**config.mk**
```make
export PLATFORM = sky130hd
export DESIGN_NAME = mcpu_core_p
export DESIGN_NICKNAME = d
export VERILOG_FILES = /design/src/rtl/mcpu_pkg.sv /design/src/rtl/mcpu_regfile.sv /design/src/rtl/mcpu_core_p.sv
export SDC_FILE = /design/constraint.sdc
export NUM_CORES = 1
export LEC_CHECK = 0
export ABC_CLOCK_PERIOD_IN_PS = 3320
export BUFFER_PORTS_ARGS = -buffer_cell sky130_fd_sc_hd__buf_4
export CORE_ASPECT_RATIO = 2
export CORE_MARGIN = 2
export CORE_UTILIZATION = 34
export CTS_BUF_LIST = sky130_fd_sc_hd__clkbuf_8 sky130_fd_sc_hd__clkbuf_16
export DETAILED_ROUTE_END_ITERATION = 6
export HOLD_SLACK_MARGIN = 0.12
export SETUP_SLACK_MARGIN = 0.05
export SYNTH_ARGS = -nofsm -noshare
export SYNTH_HDL_FRONTEND = slang
export SYNTH_SLANG_ARGS = --single-unit
export TNS_END_PERCENT = 1
```
**constraint.sdc**
```tcl
create_clock -name clk -period 3.32 [get_ports clk]
set_input_delay 0.498 -clock clk [delete_from_list [all_inputs] [get_ports clk]]
set_output_delay 0.498 -clock clk [all_outputs]
set_load 0.05 [all_outputs]
```
**src/rtl/mcpu_pkg.sv**
```systemverilog
`default_nettype none
// ============================================================================
//  Module      : mcpu_pkg
//  Description : Shared opcode constants, instruction-class enum and the
//                instruction classifier for the mcpu_core_p accumulator CPU.
//  Revision    : 1.0  initial release
// ============================================================================
package mcpu_pkg;

    // Opcode fields, compared against the leading bits of instr[5:0]
    localparam logic [1:0] OP_JCC = 2'b00;
    localparam logic [1:0] OP_LDI = 2'b01;
    localparam logic [2:0] OP_ADD = 3'b100;
    localparam logic [2:0] OP_STA = 3'b101;
    localparam logic [2:0] OP_LDA = 3'b110;
    localparam logic [5:0] OP_NOT = 6'b111000;
    localparam logic [5:0] OP_OUT = 6'b111001;
    localparam logic [5:0] OP_SEG = 6'b111010;

    typedef enum logic [3:0] {
        IC_JCC = 4'd0,
        IC_LDI = 4'd1,
        IC_ADD = 4'd2,
        IC_STA = 4'd3,
        IC_LDA = 4'd4,
        IC_NOT = 4'd5,
        IC_OUT = 4'd6,
        IC_SEG = 4'd7,
        IC_NOP = 4'd8
    } iclass_e;

    // Every one of the 64 encodings maps to a class; unassigned 111xxx
    // patterns fall through to NOP.
    function automatic iclass_e decode_class(input logic [5:0] instr);
        iclass_e cls;
        cls = IC_NOP;
        if (instr[5:4] == OP_JCC)      cls = IC_JCC;
        else if (instr[5:4] == OP_LDI) cls = IC_LDI;
        else if (instr[5:3] == OP_ADD) cls = IC_ADD;
        else if (instr[5:3] == OP_STA) cls = IC_STA;
        else if (instr[5:3] == OP_LDA) cls = IC_LDA;
        else if (instr == OP_NOT)      cls = IC_NOT;
        else if (instr == OP_OUT)      cls = IC_OUT;
        else if (instr == OP_SEG)      cls = IC_SEG;
        return cls;
    endfunction

endpackage
`default_nettype wire

```
**src/rtl/mcpu_regfile.sv**
```systemverilog
`default_nettype none
// ============================================================================
//  Module      : mcpu_regfile
//  Description : Register file with one combinational read port and one
//                synchronous write port. Only NREGS of the 8 addressable
//                registers exist: reads above that return 0, writes are
//                dropped.
//  Ports       : clk, rst      clock / synchronous active-high clear
//                i_raddr       read index (3 bits)
//                o_rdata       read data (combinational)
//                i_we          write enable
//                i_waddr       write index (3 bits)
//                i_wdata       write data
//  Revision    : 1.0  initial release
// ============================================================================
module mcpu_regfile #(
    parameter int DW    = 8,
    parameter int NREGS = 8
) (
    input  logic          clk,
    input  logic          rst,
    input  logic [2:0]    i_raddr,
    output logic [DW-1:0] o_rdata,
    input  logic          i_we,
    input  logic [2:0]    i_waddr,
    input  logic [DW-1:0] i_wdata
);

    logic [DW-1:0] r_regs [NREGS];

    // Full 3-bit address compare per implemented register, so an
    // out-of-range index never aliases onto a low register.
    always_ff @(posedge clk) begin
        for (int k = 0; k < NREGS; k++) begin
            if (rst) begin
                r_regs[k] <= '0;
            end else if (i_we && (i_waddr == 3'(k))) begin
                r_regs[k] <= i_wdata;
            end
        end
    end

    always_comb begin
        o_rdata = '0;
        for (int k = 0; k < NREGS; k++) begin
            if (i_raddr == 3'(k)) begin
                o_rdata = r_regs[k];
            end
        end
    end

endmodule
`default_nettype wire

```
**src/rtl/mcpu_core_p.sv**
```systemverilog
`default_nettype none
// ============================================================================
//  Module      : mcpu_core_p
//  Description : Parametrised single-cycle accumulator CPU core. One 6-bit
//                instruction per cycle is presented against pc; instr_valid
//                low stalls all state.
//  Ports       : clk, rst      clock / synchronous active-high reset
//                instr         instruction for the current pc
//                instr_valid   1 = execute instr this edge, 0 = stall
//                pc            program counter
//                accu, carry   accumulator and carry flag
//                out_data      value latched by OUT
//                out_strobe    one-cycle pulse after each executed OUT
//  Revision    : 1.0  initial release
// ============================================================================
module mcpu_core_p
    import mcpu_pkg::*;
#(
    parameter int DW    = 8,
    parameter int PCW   = 8,
    parameter int NREGS = 8
) (
    input  logic           clk,
    input  logic           rst,
    input  logic [5:0]     instr,
    input  logic           instr_valid,
    output logic [PCW-1:0] pc,
    output logic [DW-1:0]  accu,
    output logic           carry,
    output logic [DW-1:0]  out_data,
    output logic           out_strobe
);

    localparam int SEGW = PCW - 4;

    logic [PCW-1:0]  r_pc;
    logic [DW-1:0]   r_accu;
    logic            r_carry;
    logic [SEGW-1:0] r_seg;
    logic [DW-1:0]   r_out_data;
    logic            r_out_strobe;

    logic [PCW-1:0]  w_pc_nxt;
    logic [DW-1:0]   w_accu_nxt;
    logic            w_carry_nxt;
    logic [SEGW-1:0] w_seg_nxt;
    logic [DW-1:0]   w_out_nxt;
    logic            w_strobe_nxt;

    iclass_e         w_class;
    logic [DW-1:0]   w_rdata;
    logic [DW:0]     w_sum;
    logic [DW-1:0]   w_ldi;
    logic [SEGW-1:0] w_seg_src;
    logic            w_we;

    assign w_class = decode_class(instr);
    assign w_we    = instr_valid && (w_class == IC_STA);
    assign w_sum   = {1'b0, w_rdata} + {1'b0, r_accu};
    assign w_ldi   = {{(DW-4){instr[3]}}, instr[3:0]};

    // Segment source: low accumulator bits, zero-padded when the
    // accumulator is narrower than the segment field.
    if (DW >= SEGW) begin : g_seg_wide
        assign w_seg_src = r_accu[SEGW-1:0];
    end else begin : g_seg_narrow
        assign w_seg_src = {{(SEGW-DW){1'b0}}, r_accu};
    end

    mcpu_regfile #(
        .DW    (DW),
        .NREGS (NREGS)
    ) u_regfile (
        .clk     (clk),
        .rst     (rst),
        .i_raddr (instr[2:0]),
        .o_rdata (w_rdata),
        .i_we    (w_we),
        .i_waddr (instr[2:0]),
        .i_wdata (r_accu)
    );

    always_comb begin
        w_pc_nxt     = r_pc + PCW'(1);
        w_accu_nxt   = r_accu;
        w_carry_nxt  = r_carry;
        w_seg_nxt    = r_seg;
        w_out_nxt    = r_out_data;
        w_strobe_nxt = 1'b0;
        if (!instr_valid) begin
            w_pc_nxt = r_pc;
        end else begin
            case (w_class)
                IC_JCC: begin
                    if (!r_carry) begin
                        w_pc_nxt = {r_seg, instr[3:0]};
                    end
                    w_carry_nxt = 1'b0;
                end
                IC_LDI: w_accu_nxt = w_ldi;
                IC_ADD: begin
                    w_accu_nxt  = w_sum[DW-1:0];
                    w_carry_nxt = w_sum[DW];
                end
                IC_LDA: w_accu_nxt = w_rdata;
                IC_NOT: w_accu_nxt = ~r_accu;
                IC_OUT: begin
                    w_out_nxt    = r_accu;
                    w_strobe_nxt = 1'b1;
                end
                IC_SEG: w_seg_nxt = w_seg_src;
                default: ;  // STA writes the regfile; NOP only advances pc
            endcase
        end
    end

    always_ff @(posedge clk) begin
        if (rst) begin
            r_pc         <= '0;
            r_accu       <= '0;
            r_carry      <= 1'b0;
            r_seg        <= '0;
            r_out_data   <= '0;
            r_out_strobe <= 1'b0;
        end else begin
            r_pc         <= w_pc_nxt;
            r_accu       <= w_accu_nxt;
            r_carry      <= w_carry_nxt;
            r_seg        <= w_seg_nxt;
            r_out_data   <= w_out_nxt;
            r_out_strobe <= w_strobe_nxt;
        end
    end

    assign pc         = r_pc;
    assign accu       = r_accu;
    assign carry      = r_carry;
    assign out_data   = r_out_data;
    assign out_strobe = r_out_strobe;

endmodule
`default_nettype wire

```
Word-level counts from Yosys, hierarchy flattened. Memories as Yosys holds them, arrays and structs flattened. Index checks and enable logic that the tools add are counted. Widths: inputs -> output; s select.

Divide/modulo/power cells: 0. Reduce and logical (&&, ||, !) cells: 19. Shift operators: 0. $lt $le $gt $ge: 0. Bitwise logic cells: 10. Add/subtract/negate cells: 2. Equality and inequality tests: 21. Multipliers: 0. Muxes and demuxes: 55.

Operators with widths (count): $mux 8 (18); $mux 4 (8); $pmux 8 s4 (1); $mux 1 (27); $eq 3x3->1 const B (7); $eq 6x6->1 const B (3); $eq 4x3->1 const B (4); $add 8x8->9 (1); $logic_and 1x1->1 (9); $add 8x1->8 const B (1); $eq 4x2->1 const B (2); $not 8->8 (1); $or 1x1->1 (8); $reduce_and 2->1 (4); $eq 3x2->1 const B (2); $eq 4x1->1 const B (1); $logic_not 4->1 (1); $reduce_bool 4->1 (1); $eq 3x1->1 const B (1); $logic_not 3->1 (1); $eq 2x1->1 const B (1); $logic_not 2->1 (1); $pmux 1 s2 (1); $reduce_bool 2->1 (1); other kinds (2) (2).

Bits in read-only memories: 0. Logic and storage cells: 114. Bits of input ports: 9. Bits in writable memories: 64. Register bits after elaboration: 30. Output and inout port bits: 26. Memories kept: 1. Bits in latches: 0.

Memories: u_regfile.r_regs (depth 8, bits a word 8, read ports 8, clocked after Yosys merged registers in 0, write ports 8, RTL line mcpu_regfile.sv:29) `logic [DW-1:0] r_regs [NREGS];`.

Longest topological paths before layout. Gate-level depths: netlist of the first run.

Depth after elaboration: 16. Mapped depth: 14. Mapped depth without buffers: 12.

Modules after synthesis. Synthesis of the first run repeated with hierarchy kept, for this count alone.

Cells, all modules: 427. Area, all modules: 4843.4 um^2.

By module, submodules not included: mcpu_regfile (seq. area each 1921.8 um^2, cells each 195, instances 1, area each 2987.9 um^2); mcpu_core_p (seq. area each 600.6 um^2, cells each 232, instances 1, area each 1855.5 um^2).

Worst setup path before layout of the first run. OpenSTA, ideal clock, no wires.

Path kind: in2reg. Start: in instr[1]. End: reg r_accu[2] (netlist: accu[2]). Path buffers: 3. Stages on the path: 13. Required time: 3.192 ns. Arrival time: 2.769 ns. Path slack: 0.424 ns. Setup time: 0.128 ns. Cell sequence: buf_2 -> buf_4 -> buf_2 -> mux2i_1 -> a22oi_1 -> o21a_1 -> inv_1 -> fa_1 -> nand2b_1 -> a31o_2 -> a221o_1 -> a21oi_1 -> nor2_1.

Word-level cells in the longest chain between the ends: 12. Elaborated cells between the ends (all ways): 35. Classes of those cells: add/sub (1); eq/ne (14); mux (17); reduce/logical (3).

RTL lines: from (decl) (RTL line mcpu_core_p.sv:25) `input logic [5:0] instr,`; parallel branches: the longest is 12 deep, another holds $add 8x8->9; to (signal assigned) (RTL line mcpu_core_p.sv:127) `r_accu <= w_accu_nxt;`; to (decl) (RTL line mcpu_core_p.sv:37) `logic [DW-1:0] r_accu;`.

Parallel ways; which one is timed is not known. A chain may end at the register's enable or synchronous reset.

Worst setup path in the final report of the first run.
Start: in instr[0]. End: reg r_accu[6] (netlist: accu[6]).

The elaborated chain is that of the path after synthesis.

==> flow_summary_export.csv, run 1 <==
group,metric,value,unit
power_and_ir_drop,p_per_area,487,nW/µm²
sta,max_freq,348,MHz
sta,setup_tns,0,ns
sta,min_period_over_period,86.6,%
clocking,clkLatencyLatePin,0.35,ns
setup_path,rr_worst_depth,11,
place,gp_congestion,0.852,
floorplan,die_x,87.8,µm
clocking,post_cts_resized,0,
floorplan,initial_core_util,34.6,%
power_and_ir_drop,irDropWorstVdd,0.235,mV
clocking,cts_tree,"built",
logic_synthesis,syn_inst,464,
setup_path,critPathMaxFanout,15,
sta,rsz0062_at_grt,"no",
setup_path,worstPathArrival,3.09,ns
setup_path,path_cells,"buf_4 > mux4_2 > mux2_2 > ha_1 > inv_1 > fa_1 > nand2b_1 > a21oi_1 > a211oi_1 > xnor2_1 > a221oi_1 > nor3_1",
grt,grt-ovfl-total,0,
clocking,cts_setup_buffers,0,
sta,tightest_slew,0.911,ns
clocking,clock_sinks,94,
logic_synthesis,syn_nets,484,
floorplan,die_h,172,µm
drt,ant_nets,0,
drt,drt_iter0_drc,196,
place,portBuffers,34,
sta,clock_skew,0.00864,ns
worst_hold_path,hold_depth,2,
clocking,cts_root_buffer,"clkbuf_16",
logic_synthesis,seq_area_frac_synth,52.8,%
setup_path,startpoint_type,"input pin",
grt,grt_max_degree,47,
clocking,clkTransAtPathRegs,0.07,ns
layout,diodes,0,
drt,via_per_inst,5.27,
logic_synthesis,ys.flop_type,"edfxtp_1",
drt,vias,3599,
layout,nets,509,
drt,drc,0,
clocking,ctsHoldBuffers,0,
grt,grt_pass1_wl,19200,µm
logic_synthesis,synth-edff-count,64,
place,postPlaceCellArea,5210,µm²
drt,detail_route.wl_per_cell,18.4,µm
clocking,cts_buffers,9,
setup_path,max_stage_delay,0.54,ns
setup_path,cpMaxStageDelayCell,"mux4_2",
setup_path,cp-end-kind,"flop",
setup_path,required,3.53,ns
logic_synthesis,synth_cell_types,49,
floorplan,num_rows,61,
drt,wl_met1,4320,µm
sta,maxSlewHeadroom,39.0,%
clocking,clk_path_buf_depth,2,
sta,setup_viol,0,
place,dp_hpwl,9190,µm
sta,min_period,2.87,ns
grt,grt_pass1_vias,3615,
drt,maxUsedRoutingLayer,"met4",
drt,route.met2.wl,7250,µm
grt,antenna_found_initial,0,
grt,grtUsageTotal,17.2,%
logic_synthesis,synthesis.area,4780,µm²
layout,drive_gt1_share,15.8,%
layout,area_delta_synth_final,15.1,%
floorplan,coreArea,13800,µm²
logic_synthesis,ys_ff_latch,94,
drt,dr_wl_met3,432,µm
drt,drt-pass1-iter-count,4,
setup_path,worstSetupPathType,"in -> reg",
clocking,htreeDepth,3,
floorplan,die_area,15100,µm²
job,maxCapViolations,0,
layout,finalInstanceArea,5500,µm²
worst_hold_path,min_path_type,"reg -> reg",
logic_synthesis,synthArstFlopShare,0,%
logic_synthesis,yosys_warnings,0,
drt,wl,12500,µm
sta,final_hold_viol_count,0,
floorplan,pin_count,35,
logic_synthesis,synth.avg_cell_area,10.3,µm²
outcome,status,"complete, no violations",
power_and_ir_drop,total_leakage_power,2.08,nW
sta,slew_violations,0,
path summary, 6_finish.rpt:
check,startpoint,end,slack [ns]
setup / recovery,instr[0],accu[6],0.45
hold / removal,out_data[4],out_data[4],0.50
setup reg to reg,u_regfile.r_regs[1][24],accu[6],0.51
hold reg to reg,out_data[4],out_data[4],0.50
cell usage after synthesis, types with 2 or more instances:
cell type	n	area (µm²)
a22o_1	4	35.0
mux2_2	7	78.8
a221o_1	2	20.0
a211oi_1	8	60.1
or4_1	3	22.5
edfxtp_1	64	1920
o22ai_1	4	25.0
nand2_1	25	93.8
nor3_1	6	30.0
nand3_1	8	40.0
ha_1	10	125
a31oi_1	2	12.5
dfxtp_1	30	601
xnor2_1	2	17.5
nand2b_1	24	150
clkbuf_1	15	56.3
mux4_2	6	135
and3_1	6	37.5
buf_2	7	35.0
nor2_1	109	409
mux2i_1	18	180
a311oi_1	2	17.5
nor2b_1	5	31.3
inv_1	7	26.3
o21a_1	3	22.5
o211ai_1	2	15.0
mux4_1	2	52.6
buf_1	8	30.0
a21o_1	6	45.0
nand4_1	3	18.8
a22oi_1	8	60.1
xor2_1	2	17.5
a21oi_1	25	125
o21ai_0	16	80.1
stage by stage:
| stage | setup slack (ns) | hold slack (ns) | instances | power (W) | utilization (%) |
|---|---|---|---|---|---|
| floorplan | 0.424 | 0.455 | 464 | 0.00158 | - |
| global placement | 0.197 | 0.468 | 667 | 0.00168 | 37.7 |
| detailed placement | 0.128 | 0.490 | 667 | 0.00169 | 37.7 |
| CTS | 0.487 | 0.509 | 683 | 0.00270 | 39.8 |
| global route | 0.323 | 0.532 | 683 | 0.00277 | 39.8 |
| finish | 0.446 | 0.502 | 683 | 0.00268 | 39.8 |
placed cells by master (no fill, tap or decap), drive strengths merged, types with 7 or more instances in the layout:
cell,instances
mux4,8
o21ai,16
inv,8
buf,47
a22oi,8
edfxtp,64
ha,10
clkbuf,9
dfxtp,30
nor2,109
nand2,25
nand2b,24
mux2,7
a21oi,26
a211oi,8
mux2i,18
nand3,8
final cells by class:
class                      count  area (µm²)
tap                          189         236
inverter                       7        26.3
clock inverter                 7        63.8
multi-input combinational    330        2070
timing repair buffer          47         353
clock buffer                   9         225
sequential                    94        2520
fill                        1337        8310
flip-flops by register name, indices dropped and copies added (netlist names):
register	flops
out_data	8
pc	8
out_strobe	1
accu	8
r_seg	4
u_regfile.r_regs	64
carry	1
kinds of logic (layout without fill, tap and decap cells):
group | Yosys count | count (layout) | share of synthesized area [%]
and+or+nand+nor | 193 | 193 | 18.1
DFF | 94 | 94 | 52.8
AOI/OAI and AO/OA | 89 | 89 | 12.1
buffers and inverters | 40 | 70 | 3.90
muxes | 33 | 33 | 9.35
adders and majority gates | 11 | 11 | 3.04
xor gates and xnor gates | 4 | 4 | 0.733
worst max-delay path, delay by kind of cell:
kind / cells / cell delay [ns]
adders and majority gates: 2 / 0.39
and+or+nand+nor: 2 / 0.25
muxes: 2 / 0.84
AOI/OAI and AO/OA: 3 / 0.72
xor gates and xnor gates: 1 / 0.11
buffers and inverters: 2 / 0.30
power breakdown:
part / total (W) / internal (W) / leakage [nW] / switching (W)
Sequential: 0.00131 / 0.00129 / 0.903 / 0.0000280
Clock: 0.00102 / 0.000578 / 0.137 / 0.000440
Combinational: 0.000347 / 0.000124 / 1.04 / 0.000223
Total: 0.00268 / 0.00199 / 2.08 / 0.000691
routing by layer:
layer	vias up	GRT usage (%)
met5	-	0
met4	0	10.5
met3	35	2.69
met2	103	32.7
met1	1746	16.7
li1	1715	-
Power figures use the tool's default switching activity.
==> run 2: changes to the inputs <==
Settings changed: GPL_TIMING_DRIVEN set to 0.
==> flow_summary_export.csv, run 2 (synthesis results as in run 1) <==
group,metric,value,unit
sta,rsz0062_at_grt,"no",
layout,area_delta_synth_final,15.9,%
setup_path,path_buf_inv,3,
worst_hold_path,min_path_type,"reg -> reg",
job,maxCapViolations,0,
layout,diodes,0,
sta,slew_violations,0,
setup_path,worstPathArrival,3.29,ns
setup_path,cp-end-kind,"flop",
floorplan,num_rows,61,
setup_path,critPathMaxFanout,10,
drt,drc,0,
grt,grt-ovfl-total,0,
clocking,cts_root_buffer,"clkbuf_16",
clocking,clock_sinks,94,
floorplan,pin_count,35,
floorplan,initial_core_util,34.6,%
power_and_ir_drop,total_leakage_power,2.09,nW
drt,drt-pass1-iter-count,4,
setup_path,critPathCapture,"accu[6]",
grt,grt_pass1_vias,3807,
layout,largest_reg_flops,64,
grt,grtUsageTotal,18.7,%
setup_path,worstSetupPathType,"in -> reg",
setup_path,required,3.53,ns
layout,nets,524,
setup_path,crit_cells,13,
place,gp_congestion,0.845,
setup_path,max_stage_delay,0.56,ns
setup_path,critPathTopFamily,"multiplexers",
place,place_inst,683,
setup_path,startpoint_type,"input pin",
sta,setup_viol,0,
setup_path,r2r_setup_slack,0.37,ns
power_and_ir_drop,p_per_area,491,nW/µm²
floorplan,die_h,172,µm
floorplan,die_x,87.8,µm
sta,tightest_slew,0.633,ns
clocking,clk_path_buf_depth,2,
setup_path,crit_path_start,"instr[0]",
sta,clock_skew,0.00569,ns
setup_path,r2r_start,"u_regfile.r_regs[0][16]",
power_and_ir_drop,irDropWorstVdd,0.251,mV
drt,vias,3690,
clocking,clkLatencyLatePin,0.35,ns
drt,via_per_inst,5.29,
clocking,htreeDepth,3,
setup_path,rr_worst_depth,11,
floorplan,die_area,15100,µm²
floorplan,coreArea,13800,µm²
layout,top_register,"u_regfile.r_regs",
sta,final_hold_viol_count,0,
clocking,cts_tree,"built",
sta,max_freq,324,MHz
layout,multi_input_area,2070,µm²
sta,maxSlewHeadroom,57.8,%
layout,layout_commonest_cell,"nor2_1",
outcome,status,"complete, no violations",
setup_path,path_cells,"buf_4 > buf_6 > mux4_2 > mux2_2 > ha_1 > inv_1 > fa_1 > nand2b_1 > a21oi_1 > a211oi_1 > xnor2_1 > a221oi_1 > nor3_1",
grt,antenna_found_initial,0,
clocking,clkTransAtPathRegs,0.07,ns
layout,layout_common_cells,"nor2_1, edfxtp_1, buf_4",
drt,drt_iter0_drc,152,
drt,ant_nets,0,
setup_path,worstReg2RegEnd,"accu[6]",
clocking,cts_setup_buffers,0,
layout,seq_area,2520,µm²
grt,grt_max_degree,17,
place,portBuffers,30,
layout,fillers,1342,
sta,min_period_over_period,92.9,%
sta,min_period,3.08,ns
drt,detail_route.wl_per_cell,19.3,µm
layout,layout.cells.non_filler,698,
clocking,cts_buffers,9,
sta,setup_tns,0,ns
setup_path,cpMaxStageDelayCell,"mux4_2",
clocking,ctsHoldBuffers,0,
place,dp_hpwl,10300,µm
drt,wl,13500,µm
layout,drive_gt1_share,13.8,%
grt,grt_pass1_wl,20500,µm
==> run 2: changes by cell type in the layout (fill, tap and decap cells not counted), moves of 2 or more <==
cell	change
buf_1	+8
buf_2	+5
buf_4	-16
clkbuf_1	+15
clkinv_1	-2
inv_1	+2
inv_6	+2
==> run 2: per-layer routing <==
layer  wire length (µm)  part of all wire [%]  track usage, %
met5                  0                     0               0
met4               1070                   7.9            15.4
met3                343                   2.5            2.50
met2               7560                    56            35.2
met1               4520                    33            16.7
==> run 2: timing repair <==
item                                    in CTS  in global routing
resized for setup                            1                  1
endpoints found under the setup margin       2                  3
endpoints found under the hold margin        0                  0
==> run 2: layout make-up <==
type                       instances  area share (%)
inverter                           7           0.474
clock buffer                       9            4.07
buffer                            32            2.85
tap                              189            4.27
multi-input combinational        330            37.4
clock inverter                     7            1.31
sequential                        94            45.5
timing repair buffer              30            4.07
==> run 2: worst min path at each step <==
stage	start	end	cells past startpoint	slack, ns
after floorplan	r_seg[2]	r_seg[2]	2	0.46
after global placement	out_data[2]	out_data[2]	2	0.47
after detailed placement	out_data[2]	out_data[2]	2	0.48
after CTS	out_data[2]	out_data[2]	2	0.50
after global routing	pc[1]	pc[1]	2	0.54
final	out_data[2]	out_data[2]	2	0.49
==> run 2: through the flow <==
stage | setup slack, ns | total power (W) | utilization [%] | cell area [µm²] | hold WS (ns)
after floorplan | 0.424 | 0.00158 | - | 4780 | 0.455
after global placement | -0.409 | 0.00169 | 37.9 | 5240 | 0.466
after detailed placement | -0.398 | 0.00169 | 37.9 | 5240 | 0.483
after CTS | 0.0701 | 0.00273 | 40.1 | 5540 | 0.499
after global routing | 0.0627 | 0.00281 | 40.1 | 5540 | 0.537
final | 0.236 | 0.00272 | 40.1 | 5540 | 0.492
==> run 2: power by group <==
| group | internal, W | total (W) | switching (W) | leakage (nW) |
|---|---|---|---|---|
| clock network | 0.000588 | 0.00105 | 0.000457 | 0.153 |
| logic | 0.000125 | 0.000360 | 0.000235 | 1.03 |
| registers | 0.00129 | 0.00131 | 0.0000271 | 0.903 |
==> run 2: worst register-to-register path, cell delays in order (launching register included) <==
cell      delay, ns
edfxtp_1       0.38
mux4_2         0.51
mux2_2         0.31
ha_1           0.20
inv_1          0.07
fa_1           0.21
nand2b_1       0.18
a21oi_1        0.10
a211oi_1       0.34
xnor2_1        0.12
a221oi_1       0.33
nor3_1         0.07
